## src/rtl/fc_param_loader.sv

```systemverilog
// fc_param_loader: streams fixed-point parameter words into the four FC
// parameter RAMs (L1 bias, L1 weights, L2 bias, L2 weights) in ascending
// address order, one word per cycle at full throughput.
module fc_param_loader #(
   parameter int DATA_W = 16,
   parameter int L1_IN  = 120,
   parameter int L1_OUT = 84,
   parameter int L2_OUT = 10,
   parameter int ADDR_W = 14
) (
   input  logic              clk,
   input  logic              rst,
   input  logic              start,
   input  logic              in_valid,
   input  logic [DATA_W-1:0] in_data,
   output logic              in_ready,
   output logic              wr_en,
   output logic [1:0]        wr_sel,
   output logic [ADDR_W-1:0] wr_addr,
   output logic [DATA_W-1:0] wr_data,
   output logic              busy,
   output logic              done
);

   localparam int unsigned LEN_L1B = L1_OUT;
   localparam int unsigned LEN_L1W = L1_IN * L1_OUT;
   localparam int unsigned LEN_L2B = L2_OUT;
   localparam int unsigned LEN_L2W = L1_OUT * L2_OUT;

   typedef enum logic [2:0] {
      IDLE,
      L1_BIAS,
      L1_W,
      L2_BIAS,
      L2_W,
      DONE
   } state_t;

   state_t            state;
   logic [ADDR_W-1:0] cnt;
   logic [ADDR_W-1:0] seg_last;
   logic [1:0]        seg_sel;
   logic              accept;

   // Per-segment last address and target RAM select, decoded from the state
   always_comb begin
      seg_last = '0;
      seg_sel  = 2'd0;
      case (state)
         L1_BIAS: begin seg_last = ADDR_W'(LEN_L1B - 1); seg_sel = 2'd0; end
         L1_W:    begin seg_last = ADDR_W'(LEN_L1W - 1); seg_sel = 2'd1; end
         L2_BIAS: begin seg_last = ADDR_W'(LEN_L2B - 1); seg_sel = 2'd2; end
         L2_W:    begin seg_last = ADDR_W'(LEN_L2W - 1); seg_sel = 2'd3; end
         default: begin seg_last = '0;                   seg_sel = 2'd0; end
      endcase
   end

   assign in_ready = (state inside {L1_BIAS, L1_W, L2_BIAS, L2_W});
   assign accept   = in_valid && in_ready;
   // The final write lands in the first DONE cycle, so stay busy until it is out
   assign busy     = in_ready || ((state == DONE) && wr_en);

   // Load sequencer: segment walk, address counter and registered write port
   always_ff @(posedge clk or posedge rst) begin
      if (rst) begin
         state   <= IDLE;
         cnt     <= '0;
         wr_en   <= 1'b0;
         wr_sel  <= 2'd0;
         wr_addr <= '0;
         wr_data <= '0;
         done    <= 1'b0;
      end else begin
         wr_en <= accept;
         done  <= (state == DONE) && !start;
         if (accept) begin
            wr_sel  <= seg_sel;
            wr_addr <= cnt;
            wr_data <= in_data;
            if (cnt == seg_last) begin
               cnt <= '0;
               case (state)
                  L1_BIAS: state <= L1_W;
                  L1_W:    state <= L2_BIAS;
                  L2_BIAS: state <= L2_W;
                  default: state <= DONE;
               endcase
            end else begin
               cnt <= cnt + 1'b1;
            end
         end
         if ((state == IDLE || state == DONE) && start) begin
            state <= L1_BIAS;
            cnt   <= '0;
         end
      end
   end

endmodule

```

## config.mk

```make
export PLATFORM = sky130hd
export DESIGN_NAME = fc_param_loader
export DESIGN_NICKNAME = d
export VERILOG_FILES = /design/src/rtl/fc_param_loader.sv
export SDC_FILE = /design/constraint.sdc
export NUM_CORES = 1
export LEC_CHECK = 0
export CORE_MARGIN = 2
export CORE_UTILIZATION = 54
export DETAILED_ROUTE_END_ITERATION = 10
export HOLD_SLACK_MARGIN = 0.06
export PLACE_DENSITY = 0.85
export SETUP_SLACK_MARGIN = 0.2
export SLEW_MARGIN = 20
export SYNTH_ARGS = -nofsm -noshare
export SYNTH_HDL_FRONTEND = slang
export SYNTH_SLANG_ARGS = --single-unit
```

## constraint.sdc

```tcl
create_clock -name clk -period 3.3 [get_ports clk]
set_input_delay 0.66 -clock clk [delete_from_list [all_inputs] [get_ports clk]]
set_output_delay 0.66 -clock clk [all_outputs]
set_load 0.01 [all_outputs]
```

==> impl_metrics.json <==
{
  "status": "completed",
  "final_max_slew_viol_count": 0,
  "max_cap_viol_count": 0,
  "finalSetupViolCount": 0,
  "syn_nets": 288,
  "synth_area_um2": 2490,
  "wl_per_cell_um": 14.6,
  "synthCells": 267,
  "whs_ns": 0.475,
  "tns_ns": 0,
  "mostFrequentLayoutCell": "nand2_1",
  "arrival_ns": 2.02,
  "post-route-drc-count": 0,
  "synth_cell_types": 51,
  "totalWireLength_um": 5390,
  "initial_core_util_pct": 56.8,
  "numClockSinks": 51,
  "die_h_um": 71.9,
  "avgSynthCellArea_um2": 9.32,
  "yosysSeqAreaShare_pct": 51.3,
  "setup_slack_ns": 0.624,
  "fin_cells": 370,
  "die_x_um": 71.9,
  "seqPwrFrac_pct": 44.0,
  "grt_overflow": 0,
  "hold_viol": 0,
  "antenna_found_initial": 0,
  "synth-seq-cells": 51,
  "cts_tree": "done",
  "ys.flop_type": "dfrtp_1",
  "fin_nets": 339,
  "internal_power_w": 0.00138,
  "grt_start_max_net_pins": 32,
  "finClkSkew_ns": 0.00808,
  "synth_top_area_share_pct": 51.3,
  "crit_path_start_kind": "flop",
  "ir_drop_mv": 0.332,
  "worst_slew_pin_slew_ns": 0.706,
  "fmax_mhz": 374,
  "cts_resized": 0,
  "cts_buffer_depth": 2,
  "vias_per_cell": 5.50,
  "pre_cts_ws_ns": 0.571,
  "power.density_nw_per_um2": 667,
  "final_util_pct": 72.0,
  "cts.htree.levels": 2,
  "synth_area_leaders": "dfrtp_1 (51%), nand2_1 (14%), xnor2_1 (2.5%)",
  "p_switching_w": 0.000728,
  "drive_gt1_share_pct": 9.12,
  "synth_edf_count": 0,
  "numCtsBuffers": 5,
  "cts_root_buf": "clkbuf_8",
  "grt_pass1_vias": 2018,
  "dp_hpwl_um": 3820,
  "rows": 24,
  "n_fill_cell": 337,
  "coreArea_um2": 4380,
  "post_cts_buffers": 0,
  "place.gp.congestion": 0.926,
  "grt_pass1_wl_um": 9200,
  "cp-end-kind": "primary output",
  "clk_pin_slew_ns": 0.09,
  "fin_crit_ns": 2.68,
  "vias": 2034,
  "die_area_um2": 5170,
  "syn_to_final_growth_pct": 26.8,
  "synth-async-reset-ratio_pct": 100,
  "rsz0062_at_grt": "false",
  "dr.first_iter.drc_count": 101,
  "p_comb_share_pct": 36.4,
  "first_pass_iters": 4,
  "path_class": "flop to primary output",
  "layout_common_cells": "nand2_1 (91), clkdlybuf4s50_1 (55), dfrtp_1 (51)",
  "p_sw_share_pct": 34.6,
  "slew_headroom_pct": 53.0,
  "io_pins": 56,
  "cp.required_ns": 2.64,
  "yosysWarnings": 0,
  "antenna_cells": 0,
  "io_buffer_count": 55,
  "yosysTopAreaCell": "dfrtp_1",
  "p_clk_share_pct": 19.6,
  "antenna_left": 0,
  "hold_buffers": 0,
  "post-route-period-util_pct": 81.1,
  "path_max_fanout": 19,
  "grt_use_total_pct": 22.9,
  "hp-class": "flop to flop",
  "leakage_nw": 1.45,
  "insertion_delay_ns": 0.30,
  "placed_cells": 363
}
## cell usage after synthesis, types with 2 or more instances
| library cell | n |
|---|---|
| nand2_2 | 2 |
| buf_2 | 2 |
| nand4b_1 | 2 |
| nand4_1 | 5 |
| nand3_1 | 7 |
| a31oi_1 | 4 |
| o21ai_0 | 7 |
| nor3_1 | 2 |
| buf_4 | 2 |
| buf_6 | 2 |
| or3_1 | 2 |
| dfrtp_1 | 51 |
| nor2_1 | 13 |
| and3_1 | 5 |
| xor2_1 | 6 |
| a21oi_1 | 9 |
| nand2b_4 | 2 |
| nand2b_1 | 3 |
| inv_1 | 5 |
| nand2_1 | 91 |
| xnor2_1 | 7 |
| clkbuf_1 | 9 |
## cell type report
cell class / instances / area (um2) / share of cell area [%]
clock buffers: 6 / 72.6 / 2.30
clock inverters: 1 / 30.0 / 0.952
inverters: 6 / 22.5 / 0.714
multi-input cells: 195 / 1110 / 35.1
flip-flops and latches: 51 / 1280 / 40.4
well taps: 52 / 65.1 / 2.06
repair buffers: 59 / 581 / 18.4
## power groups by stage
stage | Clock (W) | Combinational (W) | Sequential (W)
4_1_cts | 0.000420 | 0.000776 | 0.000926
6_report | 0.000412 | 0.000766 | 0.000926
3_3_place_gp | 0 | 0.000752 | 0.000935
5_1_grt | 0.000448 | 0.000851 | 0.000953
3_5_place_dp | 0 | 0.000771 | 0.000939
2_1_floorplan | 0 | 0.000475 | 0.000905
## critical path: stages, from the launching register on
cell and delay (ns):
dfrtp_1 0.80, nor3_2 0.17, nor2_2 0.17, clkdlybuf4s50_1 0.56
## registers in the layout, summed over array words and instances, names as in the netlist
signal,count
wr_data,16
cnt,14
wr_addr,14
state,3
wr_sel,2
done,1
wr_en,1
## path summary, 6_finish.rpt
| check | start | end | slack [ns] | cells past startpoint |
|---|---|---|---|---|
| min in group asynchronous | rst | wr_en | 0.76 | 2 |
| min reg2reg | wr_data[12] | wr_data[12] | 0.48 | 2 |
| min | wr_data[12] | wr_data[12] | 0.48 | 2 |
| max | state[0] | in_ready | 0.62 | 3 |
| max reg2reg | state[0] | cnt[5] | 0.90 | 6 |
| max in group asynchronous | rst | wr_addr[10] | 1.91 | 3 |
## stage by stage
step | total power [W] | cell area [um2]
2_1_floorplan | 0.00138 | 2490
3_3_place_gp | 0.00169 | 3050
3_5_place_dp | 0.00171 | 3050
4_1_cts | 0.00212 | 3160
5_1_grt | 0.00225 | 3160
6_report | 0.00210 | 3160
## logic make-up after synthesis
kind of cell / count (synthesis) / synth area share, %
simple gates: 145 / 27.7
flops: 51 / 51.3
compound gates: 35 / 11.3
buf+inv: 21 / 4.17
xor+xnor: 13 / 4.58
fa+ha+maj: 2 / 0.955
## routing by layer
layer | share of wire, % | track usage [%] | vias up | wire (um)
li1 | - | - | 996 | -
met1 | 45 | 29.2 | 972 | 2420
met2 | 48 | 39.0 | 59 | 2570
met3 | 6.5 | 5.77 | 7 | 353
met4 | 0.89 | 6.08 | 0 | 48
met5 | 0 | 0 | - | 0
Power figures use the tool's default switching activity.
